==> config.mk <==
export PLATFORM = sky130hd
export DESIGN_NAME = pu_fetch_ctrl
export DESIGN_NICKNAME = d
export VERILOG_FILES = /design/src/rtl/pu_fetch_ctrl.sv
export SDC_FILE = /design/constraint.sdc
export NUM_CORES = 1
export LEC_CHECK = 0
export ABC_CLOCK_PERIOD_IN_PS = 5900
export BUFFER_PORTS_ARGS = -buffer_cell sky130_fd_sc_hd__buf_2
export CAP_MARGIN = 10
export CELL_PAD_IN_SITES_DETAIL_PLACEMENT = 2
export CELL_PAD_IN_SITES_GLOBAL_PLACEMENT = 2
export CORE_MARGIN = 3
export CORE_UTILIZATION = 35
export DETAILED_ROUTE_END_ITERATION = 16
export PLACE_DENSITY_LB_ADDON = 0.1
export SYNTH_ARGS = -nofsm -noshare
export SYNTH_HDL_FRONTEND = slang
export SYNTH_SLANG_ARGS = --single-unit
export TNS_END_PERCENT = 10
==> constraint.sdc <==
create_clock -name clk -period 5.9 [get_ports clk]
set_input_delay 0 -clock clk [delete_from_list [all_inputs] [get_ports clk]]
set_output_delay 0 -clock clk [all_outputs]
set_load 0.005 [all_outputs]
==> src/rtl/pu_fetch_ctrl.sv <==
// Instruction fetch sequencer: in-order fetch into a 2-entry FIFO, stalls on
// control flow until execute resolves the next PC, stops on the SYSTEM opcode.
module pu_fetch_ctrl #(
  parameter int IN_WIDTH = 32,
  parameter int PC_WIDTH = 16
) (
  input  logic                clk,
  input  logic                rstn,
  input  logic                start,
  input  logic [PC_WIDTH-1:0] start_pc,
  input  logic                flush,
  output logic                imem_rd,
  output logic [PC_WIDTH-3:0] imem_addr,
  input  logic [IN_WIDTH-1:0] imem_rdata,
  output logic [IN_WIDTH-1:0] inst,
  output logic [PC_WIDTH-1:0] inst_pc,
  output logic                inst_valid,
  input  logic                inst_ready,
  input  logic                resolve_valid,
  input  logic [PC_WIDTH-1:0] resolve_pc,
  output logic                busy,
  output logic                done
);

  typedef enum logic [1:0] {
    ST_IDLE  = 2'd0,
    ST_FETCH = 2'd1,
    ST_WAIT  = 2'd2,
    ST_DRAIN = 2'd3
  } state_t;

  typedef struct packed {
    logic                is_end;
    logic [PC_WIDTH-1:0] pc;
    logic [IN_WIDTH-1:0] ins;
  } entry_t;

  localparam logic [PC_WIDTH-1:0] PC_MASK = {{(PC_WIDTH-2){1'b1}}, 2'b00};
  localparam logic [PC_WIDTH-1:0] PC_STEP = PC_WIDTH'(4);

  function automatic logic op_is_cf(input logic [4:0] op);
    return (op == 5'b11000) || (op == 5'b11011) || (op == 5'b11001);
  endfunction

  function automatic logic op_is_end(input logic [4:0] op);
    return (op == 5'b11100);
  endfunction

  state_t              state_q, state_d;
  logic [PC_WIDTH-1:0] pc_q, pc_d;
  logic [PC_WIDTH-1:0] rd_pc_q, rd_pc_d;
  logic                inflight_q, inflight_d;
  logic                squash_q, squash_d;
  logic [1:0]          cnt_q, cnt_d;
  entry_t              e0_q, e0_d, e1_q, e1_d;
  logic                done_q, done_d;

  logic [4:0]          op;
  logic                capture, cap_cf, cap_end, pop, issue;
  logic [2:0]          occ;
  entry_t              new_e;

  // Next-state, FIFO and read-issue logic
  always_comb begin
    state_d    = state_q;
    pc_d       = pc_q;
    rd_pc_d    = rd_pc_q;
    cnt_d      = cnt_q;
    e0_d       = e0_q;
    e1_d       = e1_q;
    done_d     = 1'b0;
    squash_d   = 1'b0;

    op         = imem_rdata[6:2];
    capture    = inflight_q & ~squash_q;
    cap_cf     = capture & op_is_cf(op);
    cap_end    = capture & op_is_end(op);
    new_e      = '{is_end: op_is_end(op), pc: rd_pc_q, ins: imem_rdata};
    pop        = (cnt_q != 2'd0) & inst_ready;
    // Occupancy counts the slot freed by this cycle's pop so a steady stream
    // keeps one read in flight every cycle.
    occ        = {1'b0, cnt_q} - {2'b00, pop} + {2'b00, inflight_q};
    issue      = (state_q == ST_FETCH) & ~flush & (occ < 3'd2);
    inflight_d = issue;

    if (issue) begin
      pc_d    = pc_q + PC_STEP;
      rd_pc_d = pc_q;
    end else begin
      rd_pc_d = rd_pc_q;
    end

    if (capture && pop) begin
      if (cnt_q == 2'd2) begin
        e0_d = e1_q;
        e1_d = new_e;
      end else begin
        e0_d = new_e;
      end
    end else if (capture) begin
      if (cnt_q == 2'd0) begin
        e0_d = new_e;
      end else begin
        e1_d = new_e;
      end
      cnt_d = cnt_q + 2'd1;
    end else if (pop) begin
      e0_d  = e1_q;
      cnt_d = cnt_q - 2'd1;
    end else begin
      cnt_d = cnt_q;
    end

    case (state_q)
      ST_IDLE: begin
        if (start) begin
          state_d = ST_FETCH;
          pc_d    = start_pc & PC_MASK;
        end else begin
          state_d = ST_IDLE;
        end
      end
      ST_FETCH: begin
        // The read issued alongside a CF/END capture is past the stop point.
        if (cap_cf || cap_end) begin
          state_d  = cap_cf ? ST_WAIT : ST_DRAIN;
          pc_d     = rd_pc_q + PC_STEP;
          squash_d = issue;
        end else begin
          state_d  = ST_FETCH;
        end
      end
      ST_WAIT: begin
        if (resolve_valid) begin
          state_d = ST_FETCH;
          pc_d    = resolve_pc & PC_MASK;
        end else begin
          state_d = ST_WAIT;
        end
      end
      ST_DRAIN: begin
        if (pop && e0_q.is_end) begin
          state_d = ST_IDLE;
          done_d  = 1'b1;
        end else begin
          state_d = ST_DRAIN;
        end
      end
      default: begin
        state_d = ST_IDLE;
      end
    endcase

    if (flush) begin
      state_d    = ST_IDLE;
      cnt_d      = 2'd0;
      inflight_d = 1'b0;
      squash_d   = 1'b0;
      done_d     = 1'b0;
    end else begin
      cnt_d      = cnt_d;
    end
  end

  // State register with synchronous active-low reset
  always_ff @(posedge clk) begin
    if (!rstn) begin
      state_q    <= ST_IDLE;
      pc_q       <= '0;
      rd_pc_q    <= '0;
      inflight_q <= 1'b0;
      squash_q   <= 1'b0;
      cnt_q      <= 2'd0;
      e0_q       <= '0;
      e1_q       <= '0;
      done_q     <= 1'b0;
    end else begin
      state_q    <= state_d;
      pc_q       <= pc_d;
      rd_pc_q    <= rd_pc_d;
      inflight_q <= inflight_d;
      squash_q   <= squash_d;
      cnt_q      <= cnt_d;
      e0_q       <= e0_d;
      e1_q       <= e1_d;
      done_q     <= done_d;
    end
  end

  assign imem_rd    = issue;
  assign imem_addr  = pc_q[PC_WIDTH-1:2];
  assign inst       = e0_q.ins;
  assign inst_pc    = e0_q.pc;
  assign inst_valid = (cnt_q != 2'd0);
  assign busy       = (state_q != ST_IDLE);
  assign done       = done_q;

endmodule

==> Flow_metrics.wiki <==
{| class="wikitable"
! Metric !! Value
|-
| Most common flop cell mapped by yosys || sky130_fd_sc_hd__dfxtp_1
|-
| Hold-fix buffer count after cts || 64
|-
| Setup bufs post-CTS || 0
|-
| Maximum achievable frequency || 283 MHz
|-
| Worst-case register-to-register setup slack || 2.37 ns
|-
| Final RePlAce weighted congestion || 0.817
|-
| #FFs+latches synth || 137
|-
| Required time of the critical path || 6.16 ns
|-
| Share of layout cells above drive strength 1 || 0.224
|-
| Tightest hold margin || 0.0436 ns
|-
| Maximum clock path buffer count || 2
|-
| Drt drc || 0
|-
| Crit end category || flip-flop
|-
| Clock power share || 0.474
|-
| Total of warnings raised by yosys || 0
|-
| Share of async-settable or async-resettable flops after synthesis || 0
|-
| Synthesized netlist net count || 835
|-
| Clock period minus final worst setup slack || 3.53 ns
|-
| Avg WL per Cell || 18.4 um
|-
| Library cell used as clock root buffer || sky130_fd_sc_hd__clkbuf_16
|-
| Number of DRC violations after detailed-routing iteration 0 || 205
|-
| Critical path fanouts, max || 19
|-
| Maximum number of pins on one net before global-route repair || 79
|-
| X dimension of the die || 143 um
|-
| Mean Syn Cell Area || 8.59 um2
|-
| Die height || 143 um
|-
| Sum Neg Setup Slack || 0 ns
|-
| Post-Syn Area || 6540 um2
|-
| Final net count || 938
|-
| Initial DRT Pass Iterations || 5
|-
| HPWL after detailed placement || 13100 um
|-
| Critical setup path kind || reg2reg
|-
| Number of diodes added for antenna fixing || 0
|-
| Setup WS pre-CTS || 2.37 ns
|-
| Maxcap violations || 0
|-
| Summed area of non-filler cells in the final layout || 8020 um2
|-
| Number of setup violations in the final report || 0
|-
| Critical path arrival || 3.79 ns
|-
| Worst Setup Start Kind || flip-flop
|-
| Proportion of power drawn by combinational gates || 0.075
|-
| Die Area || 20300 um2
|-
| Sequential fraction of the synthesis area || 0.420
|-
| Synthesized instance count || 761
|-
| CTS tree || built
|-
| Switching pwr || 501 uW
|-
| Relative slew slack || 0.208
|-
| Category of cells accounting for the largest share of critical-path delay || simple AND/OR/NAND/NOR gates
|-
| Number of buffers created by CTS || 17
|-
| Number of global-route vias before repair || 6288
|-
| Run status || completed
|-
| Hold path startpoint || flush
|-
| Initial standard-cell utilization of the core || 0.360
|-
| Number of standard-cell rows in the floorplan || 49
|-
| Number of gates given a new drive strength after cts || 0
|-
| R2r endpoint || pc_q[3]
|-
| Max-slew violation total from the final report || 0
|-
| Actual slew at the worst max-slew pin || 1.18 ns
|-
| Sequential cell fraction of total power || 0.450
|-
| Hold path cells || 3
|-
| Peak VDD IR || 0.196 mV
|-
| P&R area growth vs syn || 22.7%
|-
| Worst flop-to-flop path startpoint || cnt_q[1]
|-
| Worst Hold Class || in2reg
|-
| Setup repair after global routing missed its margin || false
|-
| Endpoint with the worst hold slack || cnt_q[0]
|-
| Wire length of the first global-routing pass || 32900 um
|-
| Number of input and output port buffers inserted || 131
|-
| Depth of the worst register-to-register path || 10
|-
| Switching share of power || 0.235
|-
| Total wirelength of the detailed-routed design || 20300 um
|-
| Critical path cell sequence || nor2b_1 -> and2_1 -> o21ai_0 -> fa_1 -> and4bb_2 -> nand2_2 -> clkinv_1 -> mux2_2 -> nand2_1 -> a21oi_1
|-
| Delay of the slowest critical-path stage || 0.62 ns
|-
| Internal Pwr Total || 1.63 mW
|-
| Slowest cell on the critical path || sky130_fd_sc_hd__clkinv_1
|-
| Post-placement cell area || 6810 um2
|-
| Routed vias || 5707
|-
| Clock Sink Count || 137
|-
| I/O Pins || 136
|-
| Number of endpoints with negative hold slack in the final report || 0
|-
| Final antenna-violating net count || 0
|-
| Power density normalized to cell area || 266 nW/um2
|-
| Final global-route overflow total || 0
|-
| Worst skew pair latency || 0.42 ns
|-
| Vias/cell || 5.16
|-
| Slack of the critical path || 2.37 ns
|-
| Number of fillers in the final layout || 2009
|-
| Overall track demand over capacity in global routing || 0.202
|-
| Leakage || 2.88 nW
|-
| Worst Skew || 0.0119 ns
|-
| Unique cell type count in the Yosys netlist || 53
|-
| Initial antenna violation count || 0
|-
| Core region area || 18100 um2
|-
| Worst Path Buf+Inv || 1
|-
| Count of flip-flops with a built-in enable after synthesis || 0
|-
| Clock Pin Slew Worst Setup and Hold Paths || 0.06 ns
|-
| Clock H-tree levels || 4
|-
| Final period util || 0.598
|}
==> cells in the mapped netlist (11+ instances only) <==
cell type,count,share of area
sky130_fd_sc_hd__clkbuf_1,26,0.015
sky130_fd_sc_hd__nor2_1,60,0.034
sky130_fd_sc_hd__buf_4,63,0.072
sky130_fd_sc_hd__buf_2,21,0.016
sky130_fd_sc_hd__xor2_1,13,0.017
sky130_fd_sc_hd__xnor2_1,14,0.019
sky130_fd_sc_hd__nand3_1,11,0.0084
sky130_fd_sc_hd__mux2i_1,50,0.077
sky130_fd_sc_hd__a211oi_2,20,0.038
sky130_fd_sc_hd__a21oi_1,72,0.055
sky130_fd_sc_hd__dfxtp_1,137,0.42
sky130_fd_sc_hd__nand2_1,152,0.087
sky130_fd_sc_hd__a211oi_1,29,0.033
==> worst reg2reg max path: stages, from the launching register on <==
cell and delay [ns]:
sky130_fd_sc_hd__dfxtp_1 0.45, sky130_fd_sc_hd__nor2b_1 0.30, sky130_fd_sc_hd__and2_1 0.21, sky130_fd_sc_hd__o21ai_0 0.13
sky130_fd_sc_hd__fa_1 0.45, sky130_fd_sc_hd__and4bb_2 0.27, sky130_fd_sc_hd__nand2_2 0.34, sky130_fd_sc_hd__clkinv_1 0.62
sky130_fd_sc_hd__mux2_2 0.47, sky130_fd_sc_hd__nand2_1 0.06, sky130_fd_sc_hd__a21oi_1 0.07
==> worst max-delay path by stage <==
stage	start	to	cells past startpoint
final	cnt_q[1]	pc_q[3]	10
after global routing	cnt_q[1]	pc_q[3]	10
after CTS	cnt_q[1]	imem_rd	8
after detailed placement	cnt_q[1]	pc_q[3]	10
after global placement	cnt_q[1]	pc_q[3]	10
after floorplan	cnt_q[1]	pc_q[13]	10
==> sequential cells by signal (all words and copies together), names as in the netlist <==
register / cells
rd_pc_q: 16
inst: 32
inflight_q: 1
done: 1
e1_q: 49
pc_q: 16
squash_q: 1
cnt_q: 2
e0_q: 1
inst_pc: 16
state_q: 2
==> area by class of cell <==
| cell class | instances | area [um2] | area share |
|---|---|---|---|
| Inverter | 12 | 47.5 | 0.00593 |
| Timing Repair Buffer | 199 | 1340 | 0.167 |
| Multi-Input combinational cell | 497 | 3050 | 0.381 |
| Tap cell | 229 | 287 | 0.0357 |
| Sequential cell | 137 | 2740 | 0.342 |
| Clock buffer | 23 | 478 | 0.0596 |
| Clock inverter | 8 | 71.3 | 0.00890 |
==> power groups by stage <==
stage | sequential (mW) | clock, mW | combinational (mW)
after CTS | 0.959 | 1.03 | 0.161
after detailed placement | 0.980 | 0 | 0.127
after global routing | 0.962 | 1.08 | 0.177
final | 0.959 | 1.01 | 0.161
after global placement | 0.978 | 0 | 0.122
after floorplan | 0.973 | 0 | 0.0865
==> kinds of logic after synthesis <==
family	after synthesis	share of synthesized area
compound gates	158	0.174
xor+xnor	27	0.0362
fa+ha+maj	4	0.00881
buf+inv	127	0.117
flops	137	0.420
mux	51	0.0783
simple gates	257	0.166
==> routing by layer <==
layer | vias up | track usage | wire length, um
met5 | - | 0 | 0
met1 | 2808 | 0.243 | 8910
met4 | 0 | 0.0650 | 356
li1 | 2750 | - | -
met2 | 122 | 0.361 | 10300
met3 | 27 | 0.0372 | 755
==> cells in the final DEF (no fill, tap or decap), drive strengths merged, types with 2 or more instances in the layout <==
| master | synthesis | final |
|---|---|---|
| clkbuf | 28 | 23 |
| a222oi | 9 | 9 |
| nor2b | 3 | 3 |
| nand4 | 4 | 4 |
| dlygate4sd3 | 0 | 64 |
| nand3 | 11 | 11 |
| a22o | 4 | 4 |
| mux2i | 50 | 50 |
| a31oi | 3 | 3 |
| and2 | 4 | 4 |
| xnor2 | 14 | 14 |
| xor2 | 13 | 13 |
| o21ai | 3 | 3 |
| clkinv | 1 | 7 |
| nand2 | 153 | 153 |
| inv | 11 | 11 |
| nor2 | 60 | 60 |
| ha | 3 | 3 |
| and4 | 2 | 2 |
| nand2b | 3 | 3 |
| o221ai | 4 | 4 |
| nor3 | 5 | 5 |
| o22ai | 5 | 5 |
| a22oi | 3 | 3 |
| or2 | 2 | 2 |
| dfxtp | 137 | 137 |
| a21oi | 72 | 72 |
| a211oi | 49 | 49 |
| and3 | 5 | 5 |
| buf | 87 | 135 |
==> per-stage QoR <==
step	util	std cells	total power, mW
4_1_cts	0.441	1104	2.16
6_report	0.442	1105	2.13
5_1_grt	0.442	1105	2.22
3_3_place_gp	0.375	1009	1.10
3_5_place_dp	0.375	1009	1.11
2_1_floorplan	-	761	1.06
Power figures use the tool's default switching activity.
